`src/rtl/bcd_number_entry.sv`:
```
// Push-button entry of a two-digit BCD number (01..MAX_VALUE): sync, debounce, edge detect, edit FSM.
// Build option: define DEBOUNCE_EN to instantiate the debouncers; otherwise they are bypassed.
//
// state | meaning
// IDLE  | waiting for start, display off, number held
// EDIT  | digits being edited, display on
// SHOW  | accepted number displayed, only start is honoured
module bcd_number_entry #(
  parameter int unsigned DEBOUNCE_CYCLES = 500000,
  parameter int unsigned MAX_VALUE       = 75
) (
  input  logic       clk,
  input  logic       rstn,
  input  logic       btn_start,
  input  logic       btn_inc,
  input  logic       btn_next,
  input  logic       btn_ok,
  output logic [7:0] number,
  output logic       display_en,
  output logic       edit_tens,
  output logic       number_valid,
  output logic       number_error
);

  typedef enum logic [1:0] {IDLE, EDIT, SHOW} state_t;

  localparam logic [6:0] MAX_VAL = 7'(MAX_VALUE);

  // bit order: 0 start, 1 inc, 2 next, 3 ok
  logic [3:0] btn_raw;
  logic [3:0] sync1_q, sync2_q;
  logic [3:0] deb_lvl;
  logic [3:0] deb_prev_q;
  logic [3:0] press;

  assign btn_raw = {btn_ok, btn_next, btn_inc, btn_start};

  always_ff @(posedge clk or negedge rstn) begin
    if (!rstn) begin
      sync1_q    <= '0;
      sync2_q    <= '0;
      deb_prev_q <= '0;
    end else begin
      sync1_q    <= btn_raw;
      sync2_q    <= sync1_q;
      deb_prev_q <= deb_lvl;
    end
  end

`ifdef DEBOUNCE_EN
  localparam int unsigned CW = (DEBOUNCE_CYCLES > 1) ? $clog2(DEBOUNCE_CYCLES) : 1;
  localparam logic [CW-1:0] CNT_LAST = CW'(DEBOUNCE_CYCLES - 1);

  logic [3:0]    deb_q, deb_d;
  logic [CW-1:0] cnt_q [4];
  logic [CW-1:0] cnt_d [4];

  // counter only runs while the synchronised level disagrees with the accepted level
  always_comb begin
    deb_d = deb_q;
    for (int i = 0; i < 4; i++) begin
      cnt_d[i] = '0;
      if (sync2_q[i] != deb_q[i]) begin
        if (cnt_q[i] == CNT_LAST) deb_d[i] = sync2_q[i];
        else                      cnt_d[i] = cnt_q[i] + CW'(1);
      end
    end
  end

  always_ff @(posedge clk or negedge rstn) begin
    if (!rstn) begin
      deb_q <= '0;
      cnt_q <= '{default: '0};
    end else begin
      deb_q <= deb_d;
      cnt_q <= cnt_d;
    end
  end

  assign deb_lvl = deb_q;
`else
  assign deb_lvl = sync2_q;
`endif

  assign press = deb_lvl & ~deb_prev_q;

  state_t     state_q, state_d;
  logic [7:0] number_q, number_d;
  logic       edit_tens_q, edit_tens_d;
  logic       display_en_q, display_en_d;
  logic       valid_q, valid_d;
  logic       error_q, error_d;
  logic [6:0] value;
  logic [3:0] digit, digit_inc;

  always_comb begin
    value       = 7'(number_q[7:4]) * 7'd10 + 7'(number_q[3:0]);
    digit       = edit_tens_q ? number_q[7:4] : number_q[3:0];
    digit_inc   = (digit == 4'd9) ? 4'd0 : digit + 4'd1;
    state_d     = state_q;
    number_d    = number_q;
    edit_tens_d = edit_tens_q;
    valid_d     = 1'b0;
    error_d     = 1'b0;
    case (state_q)
      IDLE, SHOW: begin
        if (press[0]) begin
          state_d     = EDIT;
          number_d    = 8'h00;
          edit_tens_d = 1'b0;
        end
      end
      EDIT: begin
        if (press[0]) begin
          number_d    = 8'h00;
          edit_tens_d = 1'b0;
        end else if (press[3]) begin
          if (value != 7'd0 && value <= MAX_VAL) begin
            valid_d     = 1'b1;
            state_d     = SHOW;
            edit_tens_d = 1'b0;
          end else begin
            error_d = 1'b1;
          end
        end else if (press[2]) begin
          edit_tens_d = ~edit_tens_q;
        end else if (press[1]) begin
          if (edit_tens_q) number_d[7:4] = digit_inc;
          else             number_d[3:0] = digit_inc;
        end
      end
      default: state_d = IDLE;
    endcase
    display_en_d = (state_d != IDLE);
  end

  always_ff @(posedge clk or negedge rstn) begin
    if (!rstn) begin
      state_q      <= IDLE;
      number_q     <= 8'h00;
      edit_tens_q  <= 1'b0;
      display_en_q <= 1'b0;
      valid_q      <= 1'b0;
      error_q      <= 1'b0;
    end else begin
      state_q      <= state_d;
      number_q     <= number_d;
      edit_tens_q  <= edit_tens_d;
      display_en_q <= display_en_d;
      valid_q      <= valid_d;
      error_q      <= error_d;
    end
  end

  assign number       = number_q;
  assign display_en   = display_en_q;
  assign edit_tens    = edit_tens_q;
  assign number_valid = valid_q;
  assign number_error = error_q;

endmodule

```
`config.mk`:
```
export PLATFORM = sky130hd
export DESIGN_NAME = bcd_number_entry
export DESIGN_NICKNAME = d
export VERILOG_FILES = /design/src/rtl/bcd_number_entry.sv
export SDC_FILE = /design/constraint.sdc
export NUM_CORES = 1
export LEC_CHECK = 0
export ABC_AREA = 1
export CAP_MARGIN = 0
export CORE_MARGIN = 2
export CORE_UTILIZATION = 40
export CTS_CLUSTER_SIZE = 20
export DETAILED_ROUTE_END_ITERATION = 16
export GPL_TIMING_DRIVEN = 0
export PLACE_DENSITY = 0.58
export SYNTH_ARGS = -nofsm -noshare
export SYNTH_HDL_FRONTEND = slang
export SYNTH_SLANG_ARGS = --single-unit
```
`constraint.sdc`:
```
create_clock -name clk -period 3.2 [get_ports clk]
set_clock_uncertainty 0.2 [all_clocks]
set_input_delay 0.64 -clock clk [delete_from_list [all_inputs] [get_ports clk]]
set_output_delay 0.64 -clock clk [all_outputs]
set_load 0.02 [all_outputs]
```
# After elaboration in Yosys (flattened, before gate mapping)
# Cells that the tools add are included.
# op_classes
n_addsub,2
multipliers,1
magnitude_cmp,1
n_eq_ne,11
mux,29
n_bitwise,3
reduce_logical,9
# ops
op,count
$mux W8,5
$mux W4,4
$pmux W8 S2,1
$ne A3 B3 Y1 const B,5
$mux W1,13
$reduce_and A6 Y1,2
$mux W2,4
$ne A4 B4 Y1 const B,2
$add A7 B4 Y7,1
$le A7 B7 Y1 const B,1
$reduce_bool A7 Y1,1
$mul A4 B3 Y6 const B,1
$add A4 B1 Y4 const B,1
$and A4 B4 Y4,1
$eq A4 B4 Y1 const B,1
$not A4 Y4,1
$pmux W2 S2,1
$reduce_and A4 Y1,1
$reduce_bool A2 Y1,2
$eq A2 B1 Y1 const B,1
$eq A2 B2 Y1 const B,1
$logic_not A2 Y1,1
$ne A2 B2 Y1 const B,1
$pmux W1 S2,1
3 further kinds,3
# word_totals
ff_bits,26
input_bits,6
output_inout_bits,12
elab_cells,66

# Logic depth before layout (Yosys ltp)
# Gate-level depths: netlist (run 1).
# logic_depth
ltp_word,9
depth_mapped,14

# Worst setup path after synthesis (run 1)
# No wires, ideal clock.
# synth_path
path_kind,reg-to-reg
startpoint,register number_q[5] (netlist: number[5])
endpoint,register display_en_q (netlist: display_en)
arrival_time_ns,2.204
slack_ns,0.672
stages_incl_launch_ff,13
period_less_slack_ns,2.528
path_cell_list,dfrtp_1 > ha_1 > ha_1 > inv_1 > fa_1 > inv_1 > nand3_1 > nand2_1 > nand3_2 > o21ai_2 > nand2_1 > o21ai_1 > nand2_1
# synth_between
elab_chain_cells,9
elab_cells_between_ends,10
# synth_rtl
item,line,rtl
from (decl),88,"logic [7:0] number_q, number_d;"
from (signal assigned),147,number_q <= number_d;
$mul A4 B3 Y6 (*),97,value = 7'(number_q[7:4]) * 7'd10 + 7'(number_q[3:0]);
$add A7 B4 Y7 (*),97,
$le A7 B7 Y1 / $reduce_bool A7 Y1 (equally long branches),118,if (value != 7'd0 && value <= MAX_VAL) begin
$logic_and A1 B1 Y1 (*),118,
$mux W2 (*),118,
$mux W2 (*),117,end else if (press[3]) begin
$mux W2 (*),114,if (press[0]) begin
$pmux W2 S2 (*),105,case (state_q)
$reduce_bool A2 Y1 (*),134,display_en_d = (state_d != IDLE);
named net display_en_d,90,"logic display_en_q, display_en_d;"
to (signal assigned),149,display_en_q <= display_en_d;
to (decl),90,
# The timed path passes the listed nets; every way through them passes the cells marked *.
# A chain may end at the register's enable or synchronous reset.

# Worst setup path in the final report (run 1)
# Ends and elaborated chain as after synthesis.

==> flow_metrics.env, run 1 <==
export IMPL_status="finished, final reports clean"
export IMPL_top_usage_layer="met2"
export IMPL_worst_pin_slew_ps=1120
export IMPL_cts_resized=0
export IMPL_synth_compound_area_frac=0.0612
export IMPL_hold_end="deb_lvl[2]"
export IMPL_hold_viol_final=0
export IMPL_grt_use_met2=0.242
export IMPL_grt_max_degree=27
export IMPL_max_freq_ghz=0.372
export IMPL_synth_top_family_by_area="simple AND/OR/NAND/NOR gates"
export IMPL_synth_simple_area_share=0.287
export IMPL_ant_nets=0
export IMPL_cts_tree="done"
export IMPL_final_area_sq_um=1710
export IMPL_r2r_end="display_en"
export IMPL_placed_cell_area_sq_um=1660
export IMPL_hold_ws_ps=163
export IMPL_tns_ps=0
export IMPL_synth_most_common_cell="nand2_1"
export IMPL_num_io_pins=18
export IMPL_clockBufferDepth=2
export IMPL_syn_area_sq_um=1430
export IMPL_synth_xor_area_frac=0.0184
export IMPL_antenna_cells=0
export IMPL_timing_rr_start="number[5]"
export IMPL_syn_to_final_growth_pct=19.6
export IMPL_syn_area_per_cell_sq_um=8.77
export IMPL_cts_root_buffer="clkbuf_4"
export IMPL_end_kind="flop"
export IMPL_yosysWarnings=0
export IMPL_synth_largest_area_cell="dfrtp_1"
export IMPL_p_total_w=0.00134
export IMPL_ys_ff_latch=26
export IMPL_ys_types=28
export IMPL_r2r_slack_ps=510
export IMPL_yosysSeqAreaShare=0.455
export IMPL_grt_pass1_vias=1062
export IMPL_finalCoreUtilization=0.505
export IMPL_relSlewSlack=0.254
export IMPL_worst_ep_arrival_time_ps=2700
export IMPL_synth_adder_area_share=0.0892
export IMPL_post_route_min_period_ps=2690
export IMPL_grt_met3_usage=0.0229
export IMPL_finalWeightedCongestion=0.825
export IMPL_cts_setup_buffers=0
export IMPL_syn_inst=163
export IMPL_drv_cap=0
export IMPL_place_port_buffers=17
export IMPL_hold_start="sync1_q[2]"
export IMPL_grt_use_met1=0.181
export IMPL_grt_ovfl_total=0
export IMPL_synth_common_cells="nand2_1 (37), dfrtp_1 (26), inv_1 (25)"
export IMPL_dieArea_sq_um=4070
export IMPL_rows=21
export IMPL_critical_path_required_ps=3210
export IMPL_post_drt_wl_per_cell_um=10.7
export IMPL_setup_viol=0
export IMPL_start_util=0.422
export IMPL_cts_hold_fix_buffers=0
export IMPL_critPathKind="reg -> reg"
export IMPL_cp_max_fo=6
export IMPL_synth_edf_count=0
export IMPL_period_share=0.840
export IMPL_drt_first_pass_iters=4
export IMPL_clk_latency_ps=320
export IMPL_synthTopCellsByArea="dfrtp_1 (45%), nand2_1 (9.7%), inv_1 (6.6%)"
export IMPL_htreeDepth=1
export IMPL_yosysTopAreaCellShare=0.455
export IMPL_die_h_um=63.8
export IMPL_drt_iter0_drc=26
export IMPL_die_x_um=63.8
export IMPL_rsz0062_at_grt="no"
export IMPL_nets=200
export IMPL_ff2ff_path_depth=12
export IMPL_syn_nets=178
export IMPL_cts_made_buffers=3
export IMPL_drc=0
export IMPL_viasPerCell=4.62
export IMPL_drive_above_1_share=0.147
export IMPL_antenna_found_initial=0
export IMPL_routed_wl_um=2450
export IMPL_maxSlewViolCount=0
export IMPL_grt_util_all_layers=0.141
export IMPL_grt_pass1_wl_um=4550
export IMPL_core_area_sq_um=3390
export IMPL_routed_via_count=1062
export IMPL_startpoint_type="flop"
export IMPL_clk_pin_slew_ps=140
export IMPL_dp_final_hpwl_um=1970
export IMPL_total_leakage_power_nw=0.865
export IMPL_ir_drop_uv=325
export IMPL_hold_path_class="reg -> reg"
export IMPL_holdPathStages=0
export IMPL_power_density_nw_per_um2=783
export IMPL_cts_sinks=26
export IMPL_synth_flop_cell="dfrtp_1"
export IMPL_async_reset_ff_frac=1.00
export IMPL_muxShareOfSynthArea=0.00700
==> worst max-delay path, cell delays in order (launching register included) <==
cell and delay [ps]:
dfrtp_1 500, ha_1 340, ha_1 190, inv_1 60, fa_1 460, inv_1 80
nand3_1 80, nand2_1 120, nand3_2 90, o21ai_2 160, nand2_1 70, o21ai_1 170
nand2_1 70
==> cell type report <==
| cell class | instances | area (sq um) |
|---|---|---|
| buffer | 1 | 7.51 |
| clock buffer | 3 | 22.5 |
| clock inverter | 1 | 30.0 |
| fill | 317 | 1680 |
| inverter | 28 | 110 |
| multi-input combinational | 108 | 662 |
| sequential | 26 | 651 |
| tap | 46 | 57.6 |
| timing repair buffer | 17 | 170 |
==> kinds of logic (layout without fill, tap and decap cells) <==
kind of cell,count (synthesis),in the layout
simple gates,82,82
buf+inv,29,50
flops,26,26
compound gates,13,13
fa+ha+maj,9,9
xor+xnor,3,3
mux,1,1
==> metal layers <==
layer  wire, um  vias to the layer above
met2       1210                       14
met5          0                        -
met1       1160                      486
met4         23                        0
met3         60                        4
li1           -                      558
==> power by group <==
part / switching [W] / total, W / internal [W]
combinational: 0.000410 / 0.000671 / 0.000262
sequential: 0.0000583 / 0.000449 / 0.000391
clock: 0.0000931 / 0.000220 / 0.000127
==> placed cells by master (no fill, tap or decap), types with 3 or more instances in the layout <==
master           count
inv_1               25
o21ai_1              6
nand3_2              3
nand2_1             37
clkdlybuf4s50_1     17
ha_1                 7
dfrtp_1             26
nor2_1              13
nand3_1             13
clkbuf_4             3
o21ai_2              3
nand2_2              3
==> through the flow <==
| step | worst slack (ps) | cells |
|---|---|---|
| final | 511 | 230 |
| after CTS | 472 | 230 |
| after detailed placement | 501 | 226 |
| after floorplan | 672 | 163 |
| after global routing | 288 | 230 |
| after global placement | 565 | 226 |
==> state kept, by name, summed over array words and instances, names as in the netlist, 2 cells and up <==
signal      count
sync1_q         4
number          8
deb_lvl         4
deb_prev_q      4
state_q         2
==> worst max path at each step <==
| stage | from | endpoint | slack (ps) | depth (start not counted) |
|---|---|---|---|---|
| floorplan | number[5] | display_en | 670 | 12 |
| CTS | number[5] | display_en | 470 | 12 |
| global placement | number[5] | display_en | 570 | 12 |
| finish | number[5] | display_en | 510 | 12 |
| global route | number[5] | display_en | 290 | 12 |
| detailed placement | number[5] | display_en | 500 | 12 |
No activity file was read; power rests on OpenSTA's default activity.
==> run 2, diff against run 1 <==
--- a/config.mk
+++ b/config.mk
@@ -12,7 +12,7 @@
 export CTS_CLUSTER_SIZE = 20
 export DETAILED_ROUTE_END_ITERATION = 16
 export GPL_TIMING_DRIVEN = 0
-export PLACE_DENSITY = 0.58
+export PLACE_DENSITY = 0.6
 export SYNTH_ARGS = -nofsm -noshare
 export SYNTH_HDL_FRONTEND = slang
 export SYNTH_SLANG_ARGS = --single-unit
==> constraint.sdc (replaced) <==
create_clock -name clk -period 2.2 [get_ports clk]
set_clock_uncertainty 0.2 [all_clocks]
set_input_delay 0.44 -clock clk [delete_from_list [all_inputs] [get_ports clk]]
set_output_delay 0.44 -clock clk [all_outputs]
set_load 0.02 [all_outputs]
==> flow_metrics.env, run 2 (synthesis gave the netlist of run 1 again) <==
export IMPL_maxSlewViolCount=0
export IMPL_nets=203
export IMPL_syn_to_final_growth_pct=24.8
export IMPL_finalWeightedCongestion=0.838
export IMPL_ant_nets=0
export IMPL_setup_slack_ps=-216
export IMPL_routed_wl_um=2690
export IMPL_core_area_sq_um=3390
export IMPL_startpoint_type="flop"
export IMPL_grt_pass1_vias=1180
export IMPL_drv_cap=0
export IMPL_end_kind="flop"
export IMPL_cts_made_buffers=3
export IMPL_drt_first_pass_iters=4
export IMPL_hold_ws_ps=167
export IMPL_post_route_min_period_ps=2420
export IMPL_r2r_slack_ps=-220
export IMPL_tns_ps=-831
export IMPL_clk_pin_slew_ps=140
export IMPL_hold_viol_final=0
export IMPL_setup_viol=6
export IMPL_power_density_nw_per_um2=1130
export IMPL_period_share=1.10
export IMPL_grt_max_degree=27
export IMPL_cts_hold_fix_buffers=0
export IMPL_viasPerCell=4.71
export IMPL_antenna_cells=0
export IMPL_die_x_um=63.8
export IMPL_cp_max_fo=3
export IMPL_hold_path_class="reg -> reg"
export IMPL_routed_via_count=1097
export IMPL_status="finished with violations"
export IMPL_worst_pin_slew_ps=1140
export IMPL_die_h_um=63.8
export IMPL_largest_reg_flops=8
export IMPL_max_freq_ghz=0.414
export IMPL_grt_pass1_wl_um=5060
export IMPL_antenna_found_initial=0
export IMPL_rows=21
export IMPL_clockBufferDepth=2
export IMPL_grt_ovfl_total=0
export IMPL_cts_tree="done"
export IMPL_post_drt_wl_per_cell_um=11.5
export IMPL_drt_iter0_drc=56
export IMPL_critPathKind="reg -> reg"
export IMPL_fill_cells=321
export IMPL_drc=0
export IMPL_cts_root_buffer="clkbuf_4"
export IMPL_dieArea_sq_um=4070
export IMPL_grt_util_all_layers=0.157
export IMPL_htreeDepth=1
export IMPL_mostFrequentLayoutCell="nand2_1"
export IMPL_critical_path_required_ps=2230
export IMPL_place_port_buffers=17
export IMPL_relSlewSlack=0.236
export IMPL_violations="setup timing"
export IMPL_drive_above_1_share=0.230
export IMPL_num_io_pins=18
export IMPL_total_leakage_power_nw=0.881
export IMPL_worst_ep_arrival_time_ps=2450
export IMPL_start_util=0.422
export IMPL_clk_latency_ps=320
export IMPL_mostFrequentLayoutCells="nand2_1 (34), inv_1 (24), dfrtp_1 (23)"
export IMPL_rsz0062_at_grt="yes"
export IMPL_dp_final_hpwl_um=2040
export IMPL_cts_sinks=26
export IMPL_ir_drop_uv=706
[run 2: cell types whose count changed in the layout (fill, tap and decap cells not counted), moves of 3 or more]
cell	change
buf_4	+3
dfrtp_1	-3
dfrtp_2	+3
nand2_1	-3
nand2_2	+3
[run 2: final timing paths]
path / startpoint / to / depth (start not counted)
worst max-delay path: number[5] / display_en / 11
worst min-delay path: sync1_q[0] / deb_lvl[0] / 0
worst max register to register: number[5] / display_en / 11
worst min register to register: sync1_q[0] / deb_lvl[0] / 0
max in group asynchronous: rstn / number[7] / 1
min in group asynchronous: rstn / number[1] / 1
[run 2: repair_timing]
| action | 4_1_cts | 5_1_grt |
|---|---|---|
| setup buffers | 3 | 0 |
| pin swaps | 12 | 1 |
| cloned | 0 | 0 |
| endpoints found under the setup margin | 6 | 6 |
| hold endpoints to repair | 0 | 0 |
| gates resized for setup | 4 | 3 |
[run 2: metal layers]
metal  vias to the layer above  wire [um]  GRT usage
li1                        563          -          -
met1                       509       1260      0.197
met2                        18       1320      0.272
met3                         7         57     0.0229
met4                         0         58     0.0625
met5                         -          0          0
[run 2: stage by stage]
stage          power (W)  cell area [sq um]  utilization  setup WS [ps]  std cells
2_1_floorplan    0.00138               1460            -           -256        163
3_3_place_gp     0.00165               1690        0.499           -393        226
3_5_place_dp     0.00167               1690        0.499           -403        226
4_1_cts          0.00204               1780        0.524           -252        233
5_1_grt          0.00220               1790        0.527           -340        233
6_report         0.00202               1790        0.527           -216        233
[run 2: layout make-up]
| type | instances | area [sq um] | area share |
|---|---|---|---|
| plain buffers | 1 | 7.51 | 0.00420 |
| clock buffers | 3 | 22.5 | 0.0126 |
| clock inverters | 1 | 30.0 | 0.0168 |
| inverters | 28 | 110 | 0.0617 |
| multi-input cells | 108 | 711 | 0.398 |
| flip-flops and latches | 26 | 654 | 0.367 |
| well taps | 46 | 57.6 | 0.0322 |
| repair buffers | 20 | 193 | 0.108 |
[run 2: worst max-delay path, stage by stage, from the launching register on]
cell and delay (ps):
dfrtp_2 460, ha_4 270, ha_4 120, inv_2 30
fa_2 560, nand3_2 80, nand2_2 90, nand3_2 80
o21ai_2 150, nand2_1 80, o21ai_2 140, nand2_1 60
[run 2: power by group]
| group | switching (W) | total, W | leakage (nW) | internal (W) |
|---|---|---|---|---|
| Combinational | 0.000635 | 0.00105 | 0.533 | 0.000415 |
| Clock | 0.000142 | 0.000327 | 0.0279 | 0.000184 |
| Sequential | 0.0000756 | 0.000646 | 0.320 | 0.000570 |
==> run 3, diff against run 2 <==
--- a/config.mk
+++ b/config.mk
@@ -9,10 +9,9 @@
 export CAP_MARGIN = 0
 export CORE_MARGIN = 2
 export CORE_UTILIZATION = 40
-export CTS_CLUSTER_SIZE = 20
 export DETAILED_ROUTE_END_ITERATION = 16
 export GPL_TIMING_DRIVEN = 0
-export PLACE_DENSITY = 0.6
+export PLACE_DENSITY = 0.58
 export SYNTH_ARGS = -nofsm -noshare
 export SYNTH_HDL_FRONTEND = slang
 export SYNTH_SLANG_ARGS = --single-unit
==> constraint.sdc (replaced) <==
create_clock -name clk -period 3.1 [get_ports clk]
set_clock_uncertainty 0.2 [all_clocks]
set_input_delay 0.62 -clock clk [delete_from_list [all_inputs] [get_ports clk]]
set_output_delay 0.62 -clock clk [all_outputs]
set_load 0.02 [all_outputs]
==> results of run 3 <==
Same layout as run 1 (identical final DEF). Status: finished, final reports clean.
Among the figures that moved: setup slack after placement 501 ps -> 401 ps; setup slack after layout 511 ps -> 411 ps; register-to-register setup slack 510 ps -> 410 ps; total power 0.00134 W -> 0.00138 W; worst IR drop on VDD 325 uV -> 335 uV
